File: config.mk
export PLATFORM = sky130hd
export DESIGN_NAME = mmio_hub
export DESIGN_NICKNAME = d
export VERILOG_FILES = /design/src/rtl/mmio_hub_pkg.sv /design/src/rtl/mmio_hub_button_debouncer.sv /design/src/rtl/mmio_hub.sv
export SDC_FILE = /design/constraint.sdc
export NUM_CORES = 2
export LEC_CHECK = 0
export CORE_ASPECT_RATIO = 1.75
export CORE_MARGIN = 2
export CORE_UTILIZATION = 50
export DETAILED_ROUTE_END_ITERATION = 8
export GPL_TIMING_DRIVEN = 0
export PLACE_DENSITY = 0.73
export RECOVER_POWER = 100
export SLEW_MARGIN = 0
export SYNTH_ARGS = -nofsm -noshare
export SYNTH_HDL_FRONTEND = slang
export SYNTH_HIERARCHICAL = 1
export SYNTH_SLANG_ARGS = --single-unit
File: constraint.sdc
create_clock -name clock -period 4.8 [get_ports clock]
set_clock_uncertainty 0.05 [all_clocks]
set_input_delay 0.96 -clock clock [delete_from_list [all_inputs] [get_ports clock]]
set_output_delay 0.96 -clock clock [all_outputs]
set_load 0.01 [all_outputs]
File: src/rtl/mmio_hub_pkg.sv
// Shared I/O map constants and decode selector for the MMIO hub.
package mmio_hub_pkg;

  localparam logic [7:0] SPRITE_BASE = 8'h00;
  localparam logic [7:0] BTN_BASE    = 8'h80;
  localparam logic [7:0] FRAME_OFS   = 8'hC0;
  localparam logic [7:0] GPO_OFS     = 8'hC1;
  localparam logic [7:0] COMMIT_OFS  = 8'hC2;

  localparam int unsigned PLAYER_STRIDE = 8;

  typedef enum logic [2:0] {
    SEL_NONE,
    SEL_SPRITE,
    SEL_BTN,
    SEL_FRAME,
    SEL_GPO,
    SEL_COMMIT
  } io_sel_e;

endpackage

File: src/rtl/mmio_hub_button_debouncer.sv
// Per-bit button debouncer: 2-flop synchroniser (inverted, 1 = pressed)
// followed by a saturating stability counter per bit.
module button_debouncer #(
  parameter int unsigned WIDTH  = 16,
  parameter int unsigned CYCLES = 50000
) (
  input  logic             clock,
  input  logic             reset,
  input  logic [WIDTH-1:0] raw,
  output logic [WIDTH-1:0] pressed
);

  localparam int unsigned     CNT_W   = (CYCLES > 1) ? $clog2(CYCLES) : 1;
  localparam logic [CNT_W-1:0] CNT_MAX = CNT_W'(CYCLES - 1);

  logic [WIDTH-1:0] sync1;
  logic [WIDTH-1:0] sync2;
  logic [CNT_W-1:0] cnt [WIDTH];

  always_ff @(posedge clock) begin
    if (reset) begin
      sync1   <= '0;
      sync2   <= '0;
      pressed <= '0;
      for (int unsigned i = 0; i < WIDTH; i++) cnt[i] <= '0;
    end else begin
      sync1 <= ~raw;
      sync2 <= sync1;
      for (int unsigned i = 0; i < WIDTH; i++) begin
        if (sync2[i] == pressed[i]) begin
          cnt[i] <= '0;
        end else if (cnt[i] == CNT_MAX) begin
          pressed[i] <= sync2[i];
          cnt[i]     <= '0;
        end else begin
          cnt[i] <= cnt[i] + 1'b1;
        end
      end
    end
  end

endmodule

File: src/rtl/mmio_hub.sv
// Memory-mapped I/O hub: RAM pass-through, debounced buttons, GPIO output,
// double-buffered sprite descriptors committed on vsync, frame counter.
module mmio_hub
  import mmio_hub_pkg::*;
#(
  parameter int unsigned NUM_PLAYERS     = 2,
  parameter int unsigned ADDR_WIDTH      = 13,
  parameter int unsigned BTN_WIDTH       = 16,
  parameter int unsigned SPRITE_WORDS    = 4,
  parameter int unsigned GPIO_OUT_WIDTH  = 3,
  parameter int unsigned DEBOUNCE_CYCLES = 50000
) (
  input  logic                                   clock,
  input  logic                                   reset,
  input  logic [ADDR_WIDTH-1:0]                  address,
  input  logic [31:0]                            data_in,
  input  logic                                   wren,
  output logic [31:0]                            data_out,
  output logic                                   ram_wren,
  input  logic [31:0]                            ram_q,
  input  logic [NUM_PLAYERS*BTN_WIDTH-1:0]       gpio,
  output logic [GPIO_OUT_WIDTH-1:0]              gpio_out,
  input  logic                                   vsync,
  output logic [NUM_PLAYERS*SPRITE_WORDS*32-1:0] player_vga,
  output logic [31:0]                            frame_count
);

  localparam int unsigned NUM_WORDS = NUM_PLAYERS * SPRITE_WORDS;

  logic                             io;
  logic                             io_we;
  logic [7:0]                       ofs;
  logic                             unused_addr;
  io_sel_e                          sel;
  logic [31:0]                      spr_p;
  logic [31:0]                      spr_w;
  logic [31:0]                      btn_p;
  logic [31:0]                      sel_idx;
  logic [31:0]                      rdata;
  logic [NUM_PLAYERS*BTN_WIDTH-1:0] btn;
  logic [31:0]                      shadow [NUM_WORDS];
  logic                             pending;
  logic                             io_q;
  logic [31:0]                      io_rdata_q;
  logic [2:0]                       vs_sync;
  logic                             vsync_rise;

  assign io          = address[ADDR_WIDTH-1];
  assign ofs         = address[7:0];
  assign unused_addr = ^address[ADDR_WIDTH-2:8];
  assign io_we       = wren & io;
  assign ram_wren    = wren & ~io;
  assign data_out    = io_q ? io_rdata_q : ram_q;
  assign vsync_rise  = vs_sync[1] & ~vs_sync[2];

  for (genvar p = 0; p < NUM_PLAYERS; p++) begin : g_deb
    button_debouncer #(
      .WIDTH  (BTN_WIDTH),
      .CYCLES (DEBOUNCE_CYCLES)
    ) u_deb (
      .clock   (clock),
      .reset   (reset),
      .raw     (gpio[p*BTN_WIDTH +: BTN_WIDTH]),
      .pressed (btn[p*BTN_WIDTH +: BTN_WIDTH])
    );
  end

  always_comb begin
    sel     = SEL_NONE;
    spr_p   = 32'(ofs - SPRITE_BASE) / PLAYER_STRIDE;
    spr_w   = 32'(ofs - SPRITE_BASE) % PLAYER_STRIDE;
    btn_p   = 32'(ofs - BTN_BASE);
    sel_idx = spr_p * SPRITE_WORDS + spr_w;
    if (ofs < BTN_BASE) begin
      if (spr_p < NUM_PLAYERS && spr_w < SPRITE_WORDS) sel = SEL_SPRITE;
    end else if (ofs < FRAME_OFS) begin
      if (btn_p < NUM_PLAYERS) sel = SEL_BTN;
    end else begin
      case (ofs)
        FRAME_OFS:  sel = SEL_FRAME;
        GPO_OFS:    sel = SEL_GPO;
        COMMIT_OFS: sel = SEL_COMMIT;
        default:    sel = SEL_NONE;
      endcase
    end
  end

  always_comb begin
    rdata = '0;
    case (sel)
      SEL_SPRITE: begin
        for (int unsigned i = 0; i < NUM_WORDS; i++)
          if (sel_idx == i) rdata = shadow[i];
      end
      SEL_BTN: begin
        for (int unsigned p = 0; p < NUM_PLAYERS; p++)
          if (btn_p == p) rdata = 32'(btn[p*BTN_WIDTH +: BTN_WIDTH]);
      end
      SEL_FRAME:  rdata = frame_count;
      SEL_GPO:    rdata = 32'(gpio_out);
      SEL_COMMIT: rdata = {31'b0, pending};
      default:    rdata = '0;
    endcase
  end

  // io_q resets high so the zeroed read register, not ram_q, drives data_out
  // until the first real address has been sampled.
  always_ff @(posedge clock) begin
    if (reset) begin
      for (int unsigned i = 0; i < NUM_WORDS; i++) shadow[i] <= '0;
      player_vga  <= '0;
      pending     <= 1'b0;
      frame_count <= '0;
      gpio_out    <= '0;
      io_q        <= 1'b1;
      io_rdata_q  <= '0;
      vs_sync     <= '0;
    end else begin
      vs_sync    <= {vs_sync[1:0], vsync};
      io_q       <= io;
      io_rdata_q <= rdata;
      if (vsync_rise) begin
        frame_count <= frame_count + 32'd1;
        if (pending) begin
          for (int unsigned i = 0; i < NUM_WORDS; i++) player_vga[i*32 +: 32] <= shadow[i];
          pending <= 1'b0;
        end
      end
      // Later assignment wins: a commit landing on a vsync edge stays pending.
      if (io_we) begin
        case (sel)
          SEL_SPRITE: begin
            for (int unsigned i = 0; i < NUM_WORDS; i++)
              if (sel_idx == i) shadow[i] <= data_in;
          end
          SEL_GPO:    gpio_out <= data_in[GPIO_OUT_WIDTH-1:0];
          SEL_COMMIT: if (data_in[0]) pending <= 1'b1;
          default:    ;
        endcase
      end
    end
  end

endmodule

Word level (Yosys, flattened, before mapping)
Memory sizes are Yosys's and may differ from the RTL's.
Cells that the tools add are included.
{"block": "word_totals", "mem_count": 3, "register_bits": 424, "mem_bits_rw": 768}
{"block": "classes", "addsub": 35, "reduce_logical": 37, "n_eq_ne": 80, "muxes": 519, "magnitude_cmp": 5, "n_bitwise": 143}
{"memory": "g_deb[0].u_deb.cnt", "words": 16, "word_bits": 16, "rd": 16, "rd_clocked_by_memory_dff": 0, "write_ports": 16, "line_no": "mmio_hub_button_debouncer.sv:18", "text": "logic [CNT_W-1:0] cnt [WIDTH];"}
{"memory": "g_deb[1].u_deb.cnt", "words": 16, "word_bits": 16, "rd": 16, "rd_clocked_by_memory_dff": 0, "write_ports": 16, "line_no": "mmio_hub_button_debouncer.sv:18"}
{"memory": "shadow", "words": 8, "word_bits": 32, "rd": 8, "rd_clocked_by_memory_dff": 0, "write_ports": 8, "line_no": "mmio_hub.sv:41", "text": "logic [31:0] shadow [NUM_WORDS];"}
{"operator": "$mux 16", "n": 97}
{"operator": "$mux 32", "n": 18}
{"operator": "$add 16x1->16 const B", "n": 32}
{"operator": "$eq 16x16->1 const B", "n": 32}
{"operator": "$mux 1", "n": 399}
{"operator": "$pmux 32 s5", "n": 1}
{"operator": "$or 1x1->1", "n": 104}
{"operator": "$reduce_and 2->1", "n": 34}
{"operator": "$logic_not 32->1", "n": 2}
{"operator": "$not 1->1", "n": 34}
{"operator": "$add 32x1->32 const B", "n": 1}
{"operator": "$eq 1x1->1", "n": 32}
{"operator": "$eq 32x1->1 const B", "n": 1}
{"operator": "$eq 8x3->1 const B", "n": 4}
{"operator": "$lt 32x2->1 const B", "n": 1}
{"operator": "$not 16->16", "n": 2}
{"operator": "$eq 8x8->1 const B", "n": 3}
{"operator": "$eq 8x2->1 const B", "n": 2}
{"operator": "$lt 8x8->1 const B", "n": 2}
{"operator": "$pmux 3 s3", "n": 1}
{"operator": "$sub 8x8->9 const B", "n": 1}
{"operator": "$add 7x3->8", "n": 1}
{"operator": "$eq 8x1->1 const B", "n": 1}
{"operator": "$eq 3x2->1 const B", "n": 2}
{"operator": "8 further kinds", "n": 12}

Longest topological paths before layout
{"block": "depth", "word_depth": 11, "ltp_mapped": 9, "depth_no_buf": 7}

Cells and area by module
The synthesis kept the hierarchy.
{"module": "button_debouncer", "area_each_um2": 15363.5, "instances": 2, "cells_per_inst": 1441, "seq_area_each_um2": 8648.3}
{"module": "mmio_hub", "area_each_um2": 23327.4, "instances": 1, "cells_per_inst": 2357, "seq_area_each_um2": 14253.7}

Least setup slack after synthesis
No wires, ideal clock.
{"block": "synth_timing", "kind": "in2reg", "from": "input port address[2]", "to": "memory shadow[5][0] (netlist: shadow[1][32]), enable pin", "t_arrival_ns": 3.344, "setup_ns": 0.389, "cell_stages": 8, "setup_slack_ns": 1.016, "path_buffers": 4, "cell_sequence": "inv_1 ha_1 buf_2 buf_1 buf_1 nand4_2 buf_2 nand2_1"}
{"element": "from (decl)", "line_no": "mmio_hub.sv:15", "text": "input logic [ADDR_WIDTH-1:0] address,"}
{"element": "to (decl)", "line_no": "mmio_hub.sv:41"}

==> flow_summary.yaml <==
grt:
  gr-total-overflow: 0
  antenna_found_initial: 16
  track_usage: 0.305
  grt_max_degree: 33
  grt_pass1_vias: 42200
  grt_pass1_wl_um: 252000
clocking:
  clock_path_buffers: 3
  cts_buffers: 105
  path_clk_slew_ns: 0.07
  cts_sinks: 1192
  clock_latency_ns: 0.76
  cts-root-buf: "clkbuf_16"
  h-tree-depth: 3
  post_cts_buffers: 0
  cts_hold_buf: 0
  cts_tree: "built"
worst_setup_path:
  crit_fanout: 13
  r2r-end: "g_deb[1].u_deb/cnt[0][105]"
  path_cells: "clkdlybuf4s50_1 -> clkbuf_2 -> clkbuf_1 -> clkbuf_1 -> clkbuf_1 -> nor3_1"
  cpMostUsedCell: "clkbuf_1"
  cp-endpoint: "g_deb[1].u_deb/cnt[1][34]"
  critPathLaunch: "reset"
  cp.arrival_ns: 5.21
  r2r_cells: 6
  rrSetupSlack_ns: 1.50
  reg2reg_from: "g_deb[1].u_deb/cnt[0][109]"
  required_ns: 5.21
  cpMaxStageDelayCell: "clkdlybuf4s50_1"
  cp-start-kind: "input pin"
  critical_path_class: "input pin to register"
  max_stage_delay_ns: 1.24
  cp-end-kind: "register"
layout:
  nets: 6437
  seqCellArea_mm2: 0.0316
  drive_above_1_share: 0.0481
  syn_to_final_growth_pct: 21.4
  multi_input_area_mm2: 0.0228
  fillCellCount: 8970
logic_synthesis:
  synth_xor_area_frac: 0.0817
  synthArstFlopShare: 0
  syn_inst: 5239
  avgSynthCellArea_um2: 10.3
  synth_seq_cells: 1192
  synth-simple-area-share: 0.215
  ys_warn_count: 6
  seq_area_frac_synth: 0.584
  synth_edf_count: 768
  netlist_area_mm2: 0.0541
  synthMuxAreaShare: 0.0296
  synth_top_family_by_area: "simple AND/OR/NAND/NOR gates"
  yosys-top-cells-area: "edfxtp_1 (43%), dfxtp_1 (16%), xnor2_1 (7.2%)"
  synth_adder_area_share: 0.00856
  synth_compound_area_frac: 0.0526
  synth_top_cell_area_share: 0.427
  ys_types: 71
  yosys.area.top_type: "edfxtp_1"
  synth_flop_cell: "edfxtp_1"
floorplanning:
  row_count: 159
  ios: 437
  core-area_mm2: 0.107
  die_h_um: 439
  start_util: 0.504
  die-area_mm2: 0.111
  die_x_um: 253
route:
  wl_per_cell_um: 22.2
  antenna_left: 0
  drtIter0Drc: 3864
  firstDrtPassIters: 8
  via_per_inst: 5.59
  drc: 0
  vias: 43300
  finalWirelength_um: 172000
run_status:
  failed_checks: "max-capacitance violations, max-slew violations"
  status: "complete, but fails checks"
place:
  gp_congestion: 0.966
  dpl.hpwl_um: 132000
  io_buffers: 431
power_and_ir_drop:
  ir_worst_vdd_mv: 0.297
  power-per-cell-area_mw_per_mm2: 335
  power_leakage_nw: 23.2
  p_total_mw: 22.0
sta:
  final.min_clock_period_ns: 4.80
  final-hold-violation-count: 0
  period_share: 0.999
  rsz0062_at_grt: "no"
  fmax_mhz: 209
  worst_pin_slew_ns: 1.71
  setup_viol: 0
  fin_tns_setup_ns: 0
  maxSlewViolCount: 33
  max-slew-margin-rel: -0.137
job:
  maxCapViolations: 1
worst_hold_path:
  hp-class: "register to register"
-- critical path, delay by kind of cell --
| family | cells | cell delay, ns |
|---|---|---|
| buffers and inverters | 5 | 4.05 |
| and+or+nand+nor | 1 | 0.15 |
-- synthesized netlist by cell type, drive strengths merged, types with 6 or more instances --
library cell	instances
nor4b	14
or4	33
nor4	161
ha	37
or2	11
o2bb2ai	21
edfxtp	768
mux4	11
a21oi	285
nor4bb	16
nand2b	8
xnor2	443
nor2	912
mux2i	73
clkbuf	149
nand3	181
nand2	708
nor3	137
o221a	6
and3b	7
buf	81
o41ai	8
o21ai	51
o22ai	7
dfxtp	424
a22oi	34
nand4b	19
and4b	7
nor2b	48
nand4	153
or3	15
xor2	61
a2bb2oi	13
o21a	6
inv	162
and2	11
and3	38
and4	7
mux2	55
or4bb	10
-- layout make-up --
type                       count  area share
buffer                       230      0.0136
inverter                     162     0.00926
tap                         1368      0.0261
timing repair buffer         431      0.0657
multi-input combinational   4165       0.347
sequential                  1192       0.481
clock buffer                 147      0.0488
antenna                        5    0.000191
clock inverter                52     0.00881
-- stage by stage --
step / hold WS (ns) / util / worst slack, ns / instances / area [um2]
finish: 0.374 / 0.612 / 0.00383 / 7752 / 65600
global route: 0.398 / 0.612 / 0.0179 / 7748 / 65600
CTS: 0.393 / 0.614 / 0.0931 / 7747 / 65800
detailed placement: 0.376 / 0.578 / -1.17 / 7548 / 62000
global placement: 0.371 / 0.578 / -1.13 / 7548 / 62000
floorplan: 0.364 / - / 1.02 / 5749 / 56000
-- kinds of logic after synthesis --
logic type	count (synthesis)
DFF	1192
buffers and inverters	392
muxes	139
adders and majority gates	37
and+or+nand+nor	2505
other	2
xor gates and xnor gates	504
AOI/OAI and AO/OA	468
-- layer usage --
metal / global-route usage / share of wire / up-vias
li1: - / - / 20000
met1: 0.347 / 0.35 / 20700
met2: 0.503 / 0.47 / 2125
met3: 0.0954 / 0.11 / 472
met4: 0.178 / 0.067 / 22
met5: 0 / 0.00087 / -
-- how the worst min path moves through the flow --
stage                        startpoint                        to  slack [ns]  cells past startpoint
2_1_floorplan   g_deb[0].u_deb/sync1[0]   g_deb[0].u_deb/sync2[0]        0.36                      1
3_3_place_gp    g_deb[1].u_deb/sync1[9]   g_deb[1].u_deb/sync2[9]        0.37                      1
3_5_place_dp    g_deb[1].u_deb/sync1[7]   g_deb[1].u_deb/sync2[7]        0.38                      1
4_1_cts         g_deb[1].u_deb/sync1[6]   g_deb[1].u_deb/sync2[6]        0.39                      1
5_1_grt        g_deb[1].u_deb/sync1[14]  g_deb[1].u_deb/sync2[14]        0.40                      1
6_report        g_deb[0].u_deb/sync1[6]   g_deb[0].u_deb/sync2[6]        0.37                      1
-- power breakdown --
group	switching (mW)	internal (mW)
Clock	4.02	5.18
Combinational	0.747	0.423
Sequential	0.339	11.3
Total	5.11	16.9
-- placed cells by master (no fill, tap or decap), types with 37 or more instances in the layout --
cell             netlist  layout
a21oi_1              285     285
and3_1                38      38
clkbuf_1             149     220
clkbuf_16              0     117
clkdlybuf4s50_1        0     111
conb_1                 2     512
dfxtp_1              424     424
dlygate4sd3_1          0     320
edfxtp_1             768     768
ha_1                  37      37
inv_1                162     162
mux2_2                55      53
mux2i_1               73      73
nand2_1              708     701
nand3_1              181     181
nand4_1              151     152
nor2_1               912     912
nor2b_1               48      48
nor3_1               136     136
nor4_1               160     160
o21ai_0               43      51
xnor2_1              443     443
xor2_1                61      61
-- sequential cells by signal (all words and copies together) (netlist names) --
name and count:
frame_count 32, g_deb.u_deb/cnt 512, g_deb.u_deb/pressed 32, g_deb.u_deb/sync1 32, g_deb.u_deb/sync2 32, gpio_out 3
io_q 1, io_rdata_q 32, pending 1, player_vga 256, shadow 256, vs_sync 3
-- timing repair --
action	CTS	global route
pin swaps	0	0
resized for setup	4	1
endpoints found under the setup margin	25	32
Power figures use the tool's default switching activity.
